### src/rtl/gpio_bus_arbiter.sv
// gpio_bus_arbiter: two-master round-robin arbiter for one peripheral bus port.
// Ports: clk/rstn; m0_*/m1_* request side (req, addr, w_rb, acc, wdata in;
//   resp, fault out); m_rdata shared read data; s_* registered slave command,
//   s_req issue strobe, s_rdata/s_resp/s_fault slave return.
module gpio_bus_arbiter #(
   parameter int AW      = 3,
   parameter int DW      = 32,
   parameter int ACCW    = 2,
   parameter int TIMEOUT = 15
) (
   input  logic            clk,
   input  logic            rstn,
   input  logic            m0_req,
   input  logic [AW-1:0]   m0_addr,
   input  logic            m0_w_rb,
   input  logic [ACCW-1:0] m0_acc,
   input  logic [DW-1:0]   m0_wdata,
   input  logic            m1_req,
   input  logic [AW-1:0]   m1_addr,
   input  logic            m1_w_rb,
   input  logic [ACCW-1:0] m1_acc,
   input  logic [DW-1:0]   m1_wdata,
   output logic            m0_resp,
   output logic            m0_fault,
   output logic            m1_resp,
   output logic            m1_fault,
   output logic [DW-1:0]   m_rdata,
   output logic [AW-1:0]   s_addr,
   output logic            s_w_rb,
   output logic [ACCW-1:0] s_acc,
   output logic [DW-1:0]   s_wdata,
   output logic            s_req,
   input  logic [DW-1:0]   s_rdata,
   input  logic            s_resp,
   input  logic            s_fault
);

   typedef enum logic [1:0] {IDLE, ISSUE, WAIT, DONE} state_t;

   localparam logic [7:0] TO_LAST = 8'(TIMEOUT - 1);

   state_t          state_q;
   logic            last_q;
   logic            gnt_q;
   logic [7:0]      cnt_q;
   logic            s_req_q;
   logic            m0_resp_q, m0_fault_q;
   logic            m1_resp_q, m1_fault_q;
   logic [DW-1:0]   rdata_q;
   logic [AW-1:0]   s_addr_q;
   logic            s_w_rb_q;
   logic [ACCW-1:0] s_acc_q;
   logic [DW-1:0]   s_wdata_q;
   logic            win_d;

   // On a tie the master that did not win last time goes first.
   always_comb begin
      win_d = 1'b0;
      if (m0_req && m1_req) win_d = ~last_q;
      else                  win_d = m1_req;
   end

   always_ff @(posedge clk or negedge rstn) begin
      if (!rstn) begin
         state_q    <= IDLE;
         last_q     <= 1'b1;
         gnt_q      <= 1'b0;
         cnt_q      <= '0;
         s_req_q    <= 1'b0;
         m0_resp_q  <= 1'b0;
         m0_fault_q <= 1'b0;
         m1_resp_q  <= 1'b0;
         m1_fault_q <= 1'b0;
         rdata_q    <= '0;
         s_addr_q   <= '0;
         s_w_rb_q   <= 1'b0;
         s_acc_q    <= '0;
         s_wdata_q  <= '0;
      end else begin
         s_req_q    <= 1'b0;
         m0_resp_q  <= 1'b0;
         m0_fault_q <= 1'b0;
         m1_resp_q  <= 1'b0;
         m1_fault_q <= 1'b0;
         unique case (state_q)
            IDLE: begin
               if (m0_req || m1_req) begin
                  gnt_q     <= win_d;
                  last_q    <= win_d;
                  s_addr_q  <= win_d ? m1_addr  : m0_addr;
                  s_w_rb_q  <= win_d ? m1_w_rb  : m0_w_rb;
                  s_acc_q   <= win_d ? m1_acc   : m0_acc;
                  s_wdata_q <= win_d ? m1_wdata : m0_wdata;
                  s_req_q   <= 1'b1;
                  state_q   <= ISSUE;
               end
            end
            ISSUE: begin
               // s_fault is combinational from the slave during s_req.
               if (s_fault) begin
                  m0_fault_q <= ~gnt_q;
                  m1_fault_q <= gnt_q;
                  state_q    <= DONE;
               end else begin
                  cnt_q   <= '0;
                  state_q <= WAIT;
               end
            end
            WAIT: begin
               // A response in the last allowed cycle beats the timeout.
               if (s_resp) begin
                  rdata_q   <= s_rdata;
                  m0_resp_q <= ~gnt_q;
                  m1_resp_q <= gnt_q;
                  state_q   <= DONE;
               end else if (cnt_q == TO_LAST) begin
                  m0_fault_q <= ~gnt_q;
                  m1_fault_q <= gnt_q;
                  state_q    <= DONE;
               end else begin
                  cnt_q <= cnt_q + 8'd1;
               end
            end
            DONE: begin
               state_q <= IDLE;
            end
            default: state_q <= IDLE;
         endcase
      end
   end

   assign s_req    = s_req_q;
   assign m0_resp  = m0_resp_q;
   assign m0_fault = m0_fault_q;
   assign m1_resp  = m1_resp_q;
   assign m1_fault = m1_fault_q;
   assign m_rdata  = rdata_q;
   assign s_addr   = s_addr_q;
   assign s_w_rb   = s_w_rb_q;
   assign s_acc    = s_acc_q;
   assign s_wdata  = s_wdata_q;

endmodule

### config.mk
export PLATFORM = sky130hd
export DESIGN_NAME = gpio_bus_arbiter
export DESIGN_NICKNAME = d
export VERILOG_FILES = /design/src/rtl/gpio_bus_arbiter.sv
export SDC_FILE = /design/constraint.sdc
export NUM_CORES = 1
export LEC_CHECK = 0
export ABC_CLOCK_PERIOD_IN_PS = 5400
export CORE_ASPECT_RATIO = 1.5
export CORE_MARGIN = 8
export CORE_UTILIZATION = 30
export CTS_CLUSTER_DIAMETER = 50
export CTS_CLUSTER_SIZE = 12
export DETAILED_ROUTE_END_ITERATION = 12
export SLEW_MARGIN = 20
export SYNTH_ARGS = -nofsm -noshare
export SYNTH_HDL_FRONTEND = slang
export SYNTH_SLANG_ARGS = --single-unit
### constraint.sdc
create_clock -name clk -period 5.4 [get_ports clk]
set_clock_uncertainty 0.15 [all_clocks]
set_input_delay 1.08 -clock clk [delete_from_list [all_inputs] [get_ports clk]]
set_output_delay 1.08 -clock clk [all_outputs]
set_load 0.01 [all_outputs]
==> impl_metrics.tcl, run 1 <==
set metrics [dict create \
    outcome "completed" \
    drc 0 \
    ys_warn_count 0 \
    drt-total-wl_um 10900 \
    via_count 3099 \
    die_area_um2 16600 \
    synth-adder-area-share_pct 1.98 \
    timing.setup.critical_path_class "primary input to flip-flop" \
    antenna_found_initial 0 \
    min_period_over_period_pct 57.4 \
    yosysSeqAreaShare_pct 57.4 \
    setup_viol 0 \
    critPathBufInv 2 \
    finalSetupTns_ns 0 \
    whs_ns 0.305 \
    post-cts-setup-buffers 0 \
    crit_family "buffers and inverters" \
    ys.flop_type "dfrtp_1" \
    maxCapViolations 0 \
    grt_max_degree 48 \
    antenna_cells 0 \
    crit_path_start_kind "primary input" \
    hpwl_um 8660 \
    syn_area_um2 3790 \
    cts_buffers 9 \
    worst_pin_slew_ns 0.792 \
    dieWidth_um 108 \
    drive_above_1_share_pct 12.1 \
    finalMaxSlewViolations 0 \
    fmax_mhz 323 \
    postPlaceCellArea_um2 5850 \
    critical_path.max_fanout 21 \
    required_ns 5.45 \
    layout_commonest_cell "clkdlybuf4s50_1" \
    hold_path_class "flip-flop to flip-flop" \
    num_rows 50 \
    clock_latency_ns 0.33 \
    clock_sinks 87 \
    power_density_nw_per_um2 499 \
    avgRoutedWirePerCell_um 16.3 \
    synth-simple-area-share_pct 8.31 \
    grt_overflow 0 \
    arrival_ns 3.15 \
    cts.htree.levels 3 \
    ys_ff_latch 87 \
    final_nets 627 \
    ctsHoldBuffers 0 \
    viasPerCell 4.64 \
    path_cells "clkdlybuf4s50_1 -> a21boi_4 -> buf_4 -> mux2i_1 -> o21ai_0" \
    fin_area_um2 6140 \
    fin_crit_ns 3.10 \
    tritoncts "built" \
    firstDrtPassIters 4 \
    cts.clk_slew.worst_paths_ns 0.07 \
    slowest_stage "a21boi_4" \
    track_usage_pct 13.2 \
    cpPeakStageDelay_ns 0.69 \
    synth.distinct_cells 38 \
    syn-num-nets 440 \
    dieHeight_um 154 \
    mostFrequentLayoutCells "clkdlybuf4s50_1, dfrtp_1, nand2_1" \
    place_congestion 0.751 \
    synthArstFlopShare_pct 100 \
    synth_top_family_by_area "multiplexers" \
    num_io_pins 189 \
    hold_violations 0 \
    start_util_pct 30.6 \
    grt_pass1_wl_um 17300 \
    fillCellCount 1138 \
    ctsResizeCount 0 \
    antenna_left 0 \
    crit_path_end_kind "flip-flop" \
    p_leak_nw 2.66 \
    synthMuxAreaShare_pct 20.1 \
    drt-initial-drc-count 55 \
    clockBufferDepth 2 \
    synth-edff-count 0 \
    ir_drop_mv 0.173 \
    rsz0062_at_grt "no" \
    syn_inst 320 \
    post-route-util_pct 49.5 \
    root_buffer "clkbuf_16" \
    yosys.area_share.xor_xnor_pct 0.231 \
    port_buffers 188 \
    synth-compound-area-share_pct 9.60 \
    core_um2 12400 \
    grt_pass1_vias 3388 \
    relSlewSlack_pct 47.1 \
    synth_area_per_cell_um2 11.9 \
    syn2layout_area_growth_pct 61.8 \
]
[sequential cells by signal, summed over array words and instances (netlist names)]
name	cells
m_rdata	32
cnt_q	8
s_acc	2
s_req	1
s_wdata	32
m1_resp	1
m0_fault	1
last_q	1
s_addr	3
gnt_q	1
m0_resp	1
m1_fault	1
state_q	2
s_w_rb	1
[routing by layer]
metal | routed length [µm] | part of all wire [%] | track usage, %
met1 | 4090 | 38 | 13.8
met2 | 5700 | 52 | 23.7
met3 | 906 | 8.3 | 4.56
met4 | 170 | 1.6 | 4.85
met5 | 0 | 0 | 0
[logic make-up (layout without fill, tap and decap cells)]
kind of cell / after synthesis / after routing
xor+xnor: 1 / 1
flops: 87 / 87
simple gates: 70 / 70
compound gates: 62 / 62
buf+inv: 22 / 214
fa+ha+maj: 6 / 6
mux: 72 / 72
[per-stage QoR]
step                      instances  worst slack (ns)  power, W
after detailed placement        652              1.88   0.00253
after CTS                       668              2.27   0.00313
after global placement          652              1.97   0.00249
after floorplan                 320              3.11   0.00172
final                           668              2.30   0.00306
after global routing            668              2.14   0.00327
[worst reg2reg max path, stage by stage, from the launching register on]
cell and delay [ns]:
dfrtp_1 0.35, inv_1 0.09, ha_1 0.32, nand2_1 0.57
buf_4 0.38, mux2_2 0.37
[cell usage after synthesis (2+ instances only)]
cell      count  area (µm²)
nand3_1       4        20.0
ha_1          6        75.1
buf_2         3        15.0
mux2i_1      39         390
inv_1         6        22.5
a31oi_1       3        18.8
and3_1        2        12.5
and2_1        2        12.5
nand2_1      44         165
o21ai_0      42         210
or3_1         2        12.5
nor3_1        3        15.0
clkbuf_1     12        45.0
dfrtp_1      86        2150
nor2_1        6        22.5
a22o_1        2        17.5
mux2_2       33         372
nand2b_1      2        12.5
o21ai_1       2        10.0
a21oi_1       3        15.0
[power by group]
part	internal [W]	leakage [nW]	switching [W]
combinational	0.000790	1.44	0.000590
sequential	0.000949	1.07	0.000154
clock	0.000326	0.143	0.000252
[worst paths after layout]
check	start	endpoint	slack, ns	depth (start not counted)
setup / recovery	m1_req	s_wdata[15]	2.30	5
hold / removal	gnt_q	m0_fault	0.30	1
setup reg to reg	state_q[0]	m_rdata[3]	3.05	5
hold reg to reg	gnt_q	m0_fault	0.30	1
max in group asynchronous	rstn	m_rdata[6]	3.53	2
min in group asynchronous	rstn	m_rdata[10]	0.57	1
[final cells by class]
cell class	count	area, µm²	area share (%)
Sequential cell	87	2180	35.5
Timing Repair Buffer	192	1910	31.1
Multi-Input combinational cell	211	1550	25.2
Clock buffer	10	239	3.89
Tap cell	156	195	3.18
Clock inverter	6	45.0	0.734
Inverter	6	22.5	0.367
Power figures use the tool's default switching activity.
==> inputs of run 2 (changes only) <==
--- a/config.mk
+++ b/config.mk
@@ -5,7 +5,7 @@
 export SDC_FILE = /design/constraint.sdc
 export NUM_CORES = 1
 export LEC_CHECK = 0
-export ABC_CLOCK_PERIOD_IN_PS = 5400
+export ABC_CLOCK_PERIOD_IN_PS = 3120
 export CORE_ASPECT_RATIO = 1.5
 export CORE_MARGIN = 8
 export CORE_UTILIZATION = 30
==> constraint.sdc (replaced) <==
create_clock -name clk -period 3.12 [get_ports clk]
set_clock_uncertainty 0.15 [all_clocks]
set_input_delay 0.624 -clock clk [delete_from_list [all_inputs] [get_ports clk]]
set_output_delay 0.624 -clock clk [all_outputs]
set_load 0.01 [all_outputs]
==> run 2 against run 1 <==
Clock power increased by 100%. Non-clock buffer count increased by 1. Setup slack got worse by 1.3 ns. Sequential cell count unchanged. Highest routed layer unchanged.
==> impl_metrics.tcl, run 2 (synthesis results as in run 1) <==
set metrics [dict create \
    p_leak_nw 2.70 \
    met3_usage_pct 6.19 \
    start_util_pct 30.6 \
    fin_crit_ns 2.14 \
    p_switching_w 0.00175 \
    via_count 3109 \
    die_area_um2 16600 \
    mostFrequentLayoutCells "clkdlybuf4s50_1, dfrtp_1, nand2_1" \
    num_io_pins 189 \
    hpwl_um 8480 \
    crit_path_start_kind "flip-flop" \
    cts.clk_slew.worst_paths_ns 0.06 \
    antenna_found_initial 0 \
    ir_drop_mv 0.372 \
    critical_path.max_fanout 7 \
    track_usage_pct 13.4 \
    layout_commonest_cell "clkdlybuf4s50_1" \
    min_period_over_period_pct 68.7 \
    cts.htree.levels 3 \
    clock_latency_ns 0.34 \
    drt-total-wl_um 11000 \
    outcome "completed" \
    pwr-share-seq_pct 34.6 \
    num_rows 50 \
    drive_above_1_share_pct 12.3 \
    crit_path_end_kind "flip-flop" \
    avgRoutedWirePerCell_um 16.5 \
    use_met2_pct 23.3 \
    dieHeight_um 154 \
    ctsHoldBuffers 0 \
    drt-initial-drc-count 86 \
    core_um2 12400 \
    worst_pin_slew_ns 0.590 \
    post-route-util_pct 50.2 \
    required_ns 3.21 \
    grt_max_degree 78 \
    worst_slack_ns 0.976 \
    firstDrtPassIters 4 \
    finalSetupTns_ns 0 \
    busiest_layer "met2" \
    antenna_cells 0 \
    grt_pass1_vias 3308 \
    root_buffer "clkbuf_16" \
    grt_pass1_wl_um 17600 \
    place_congestion 0.774 \
    dieWidth_um 108 \
    grt_overflow 0 \
    relSlewSlack_pct 60.7 \
    maxCapViolations 0 \
    antenna_left 0 \
    hold_violations 0 \
    ctsResizeCount 0 \
    p_sw_share_pct 31.9 \
    finalMaxSlewViolations 0 \
    fmax_mhz 466 \
    post-cts-setup-buffers 0 \
    power_frac_comb_pct 44.0 \
    clockPowerShare_pct 21.4 \
    clockBufferDepth 2 \
    final_nets 628 \
    drc 0 \
    use_met1_pct 13.9 \
    clock_sinks 87 \
    arrival_ns 2.24 \
    p_int_w 0.00375 \
    viasPerCell 4.65 \
    syn2layout_area_growth_pct 64.1 \
    port_buffers 188 \
    rsz0062_at_grt "no" \
    pre_cts_ws_ns 0.695 \
    hold_path_class "primary input to async pin" \
    timing.setup.critical_path_class "flip-flop to flip-flop" \
    tritoncts "built" \
    setup_viol 0 \
    power_density_nw_per_um2 884 \
    cts_buffers 9 \
]
## run 2: final timing paths
check / endpoint / depth (start not counted) / slack [ns] / startpoint
worst max-delay path: cnt_q[3] / 6 / 0.98 / cnt_q[0]
min in group clk: m0_fault / 1 / 0.31 / gnt_q
worst max register to register: cnt_q[3] / 6 / 0.98 / cnt_q[0]
worst min-delay path: m_rdata[11] / 1 / 0.14 / rstn
max in group asynchronous: s_wdata[17] / 2 / 2.03 / rstn
worst min register to register: m0_fault / 1 / 0.31 / gnt_q
## run 2: metrics by stage
stage                     instance area (µm²)  hold slack (ns)  instances  total power, W
after floorplan                          3790            0.178        320         0.00298
after global placement                   5900            0.302        653         0.00434
after detailed placement                 5900            0.306        653         0.00440
after CTS                                6220            0.148        669         0.00561
after global routing                     6220            0.184        669         0.00589
final                                    6220            0.135        669         0.00550
## run 2: final cells by class
class                   instances  area, µm²
flip-flops and latches         87       2180
repair buffers                193       1950
clock buffers                   9        225
inverters                       6       22.5
well taps                     156        195
clock inverters                 7        100
multi-input cells             211       1550
fillers                      1123       6160
## run 2: power by group through the flow
stage	clock network [W]	logic, W	registers (W)
3_5_place_dp	0	0.00247	0.00193
5_1_grt	0.00127	0.00264	0.00197
3_3_place_gp	0	0.00243	0.00190
4_1_cts	0.00122	0.00248	0.00191
6_report	0.00118	0.00242	0.00190
2_1_floorplan	0	0.000854	0.00213
## run 2: per-layer routing
metal	routed length (µm)	share of wire, %
met1	3880	35
met2	5890	53
met3	1160	11
met4	118	1.1
met5	0	0
## run 2: worst max-delay path: stages (launching register included)
cell and delay (ns):
dfrtp_1 0.42, inv_1 0.08, ha_1 0.13, or4b_4 0.49
o211ai_2 0.35, o31ai_1 0.19, a31oi_1 0.24
==> variant (flow settings as in run 2) <==
Register the output `m1_fault` once more; this adds one clock of latency there. The other outputs are not delayed to match.
--- a/src/rtl/gpio_bus_arbiter.sv
+++ b/src/rtl/gpio_bus_arbiter.sv
@@ -135,3 +135,5 @@
    assign m1_resp  = m1_resp_q;
-   assign m1_fault = m1_fault_q;
+   always_ff @(posedge clk) begin
+      m1_fault <= m1_fault_q;
+   end
    assign m_rdata  = rdata_q;
Check against the original RTL: not equivalent (a bounded check fails within 4 cycles, from zero or initial values and one cycle with rstn low).
==> variant against run 2 <==
- die area up 0.46%
- power about the same
- sequential cell count up 1
- design area up 0.18%
- synthesized cell count up 0.31%
- area after synthesis up 0.53%
- critical path depth down 1
- worst setup slack worse by 4.7 ps
- routed wire length down 0.69%
==> variant: results (changes against run 2) <==
** Run status
- Outcome :: finished, final reports clean

** Setup path
- Worst reg-to-reg setup slack :: 1000 ps (+20 ps)
- The endpoint arrival time on the critical path is 2210 ps (-30 ps).
- Worst flop-to-flop path startpoint :: cnt_q[0]
- Worst setup path end :: s_wdata[9]
- Reg2reg end :: cnt_q[5]
- Delay contributed by the slowest stage of the critical path :: 580 ps (+90 ps)
- For this design, the slowest cell found on the critical path is clkdlybuf4s50_1.
- Critical path origin :: m1_req
- Maximum fanout count along the critical path :: 27 (+20)

** Detailed routing
- First-iteration detailed-routing DRC count :: 42 (-51%)
- The number of vias in the routed layout was 3,074 (-1.1%).
- The met2 layer wire length in the routed design is 5.73 mm (-2.8%).
- The per-cell routed wire length came to 16.4 um (-0.84%).
- Detailed-route wire length on metal 1 :: 4.09 mm (+5.5%)
- The total length of routed met3 wires came to 1.02 mm (-12%).

** Placed design
- The total cell area at the placement stage came to 5910 um2 (+0.13%).
- Placed wire-length estimate after detailed placement :: 8.66 mm (+2.1%)

** Synth
- Dominant cells by area after synthesis :: dfrtp_1 56%, mux2i_1 10%, mux2_2 9.7%, o21ai_0 5.5%, nand2_1 4.3%
- The multiplexer share of the synthesized area was 20.0% (-0.11 points).
- The async set-or-reset flop fraction in the synthesized netlist is 98.9% (-1.1 points).
- The adder-cell area share of the yosys netlist is 1.97% (-0.010 points).
- Sequential fraction of the synthesis area :: 57.6% (+0.22 points)
- Number of nets in the synthesized netlist :: 441 (+0.23%)
- Unique masters post-synth :: 39 (+2.6%)
- Post-synthesis xor/xnor area fraction :: 0.230% (-0.0012 points)
- Area fraction in compound gates after synthesis :: 9.55% (-0.050 points)

** STA
- The worst relative slew slack was 57.1% (-3.6 points).

** Cells and area
- Sequential share of cell area :: 35.3% (+0.26 points)
- Number of clock buffer instances in the layout :: 10 (+1)
- Layout cells sized above 1 :: 12.3% (-0.024 points)
- The post-layout net count came to 629 (+0.16%).
- Portion of the layout cell area used by clock cells :: 5.28% (+0.051 points)
- Layout buffering overhead excluding clock cells :: 31.1% (-0.26 points)

** Global route
- The number of antenna violations at the first check in global routing came to 0 (unchanged).
- Maximum number of pins on one net before global-route repair :: 55 (-29%)
- The total routing resource utilization after global routing came to 13.4% (-0.084 points).
- The routing usage on met2 was 23.6% (+0.27 points).
- The via count of the first global-routing pass was 3,408 (+3.0%).
- First-pass GRT wire length :: 17.5 mm (-0.31%)

** Floorplanning
- Core Area :: 12,400 um2 (+0.50%)

** Hold path
- Hold Crit Class :: input port to asynchronous set/reset pin

** Power and ir drop
- Static power due to leakage :: 2.69 nW (about the same)
- Switching power as a share of total power :: 31.5% (-0.36 points)
- The maximum ir drop on the vdd rail was 0.350 mV (-5.8%).

** Clocking
- The clock-pin slew reported for the worst setup and hold paths after clock tree synthesis was 60 ps (about the same).
==> variant: power groups by stage <==
stage	Clock (mW)	Sequential, mW	Combinational, mW
global route	1.27	2.00	2.64
global placement	0	1.93	2.43
CTS	1.21	1.93	2.47
floorplan	0	2.14	0.854
detailed placement	0	1.94	2.47
finish	1.17	1.92	2.41
==> variant: cells by family after synthesis <==
family | count (synthesis)
multiplexers | 72
flip-flops | 88
buffers and inverters | 22
XOR/XNOR | 1
adder cells (fa/ha/maj) | 6
AND/OR/NAND/NOR | 70
AO/OA/AOI/OAI | 62
==> variant: worst max-delay path: cells and delay by family <==
kind                   cells  cell delay [ps]
buffers and inverters      2             1000
AO/OA/AOI/OAI              2              310
multiplexers               1              260
==> variant: per-stage QoR <==
step,worst slack [ps],utilization (%),hold WS (ps),instances
after floorplan,1140,-,174,321
after global placement,689,47.4,177,654
after detailed placement,611,47.4,177,654
after CTS,984,50.1,180,670
after global routing,849,50.1,201,670
final,971,50.1,161,670
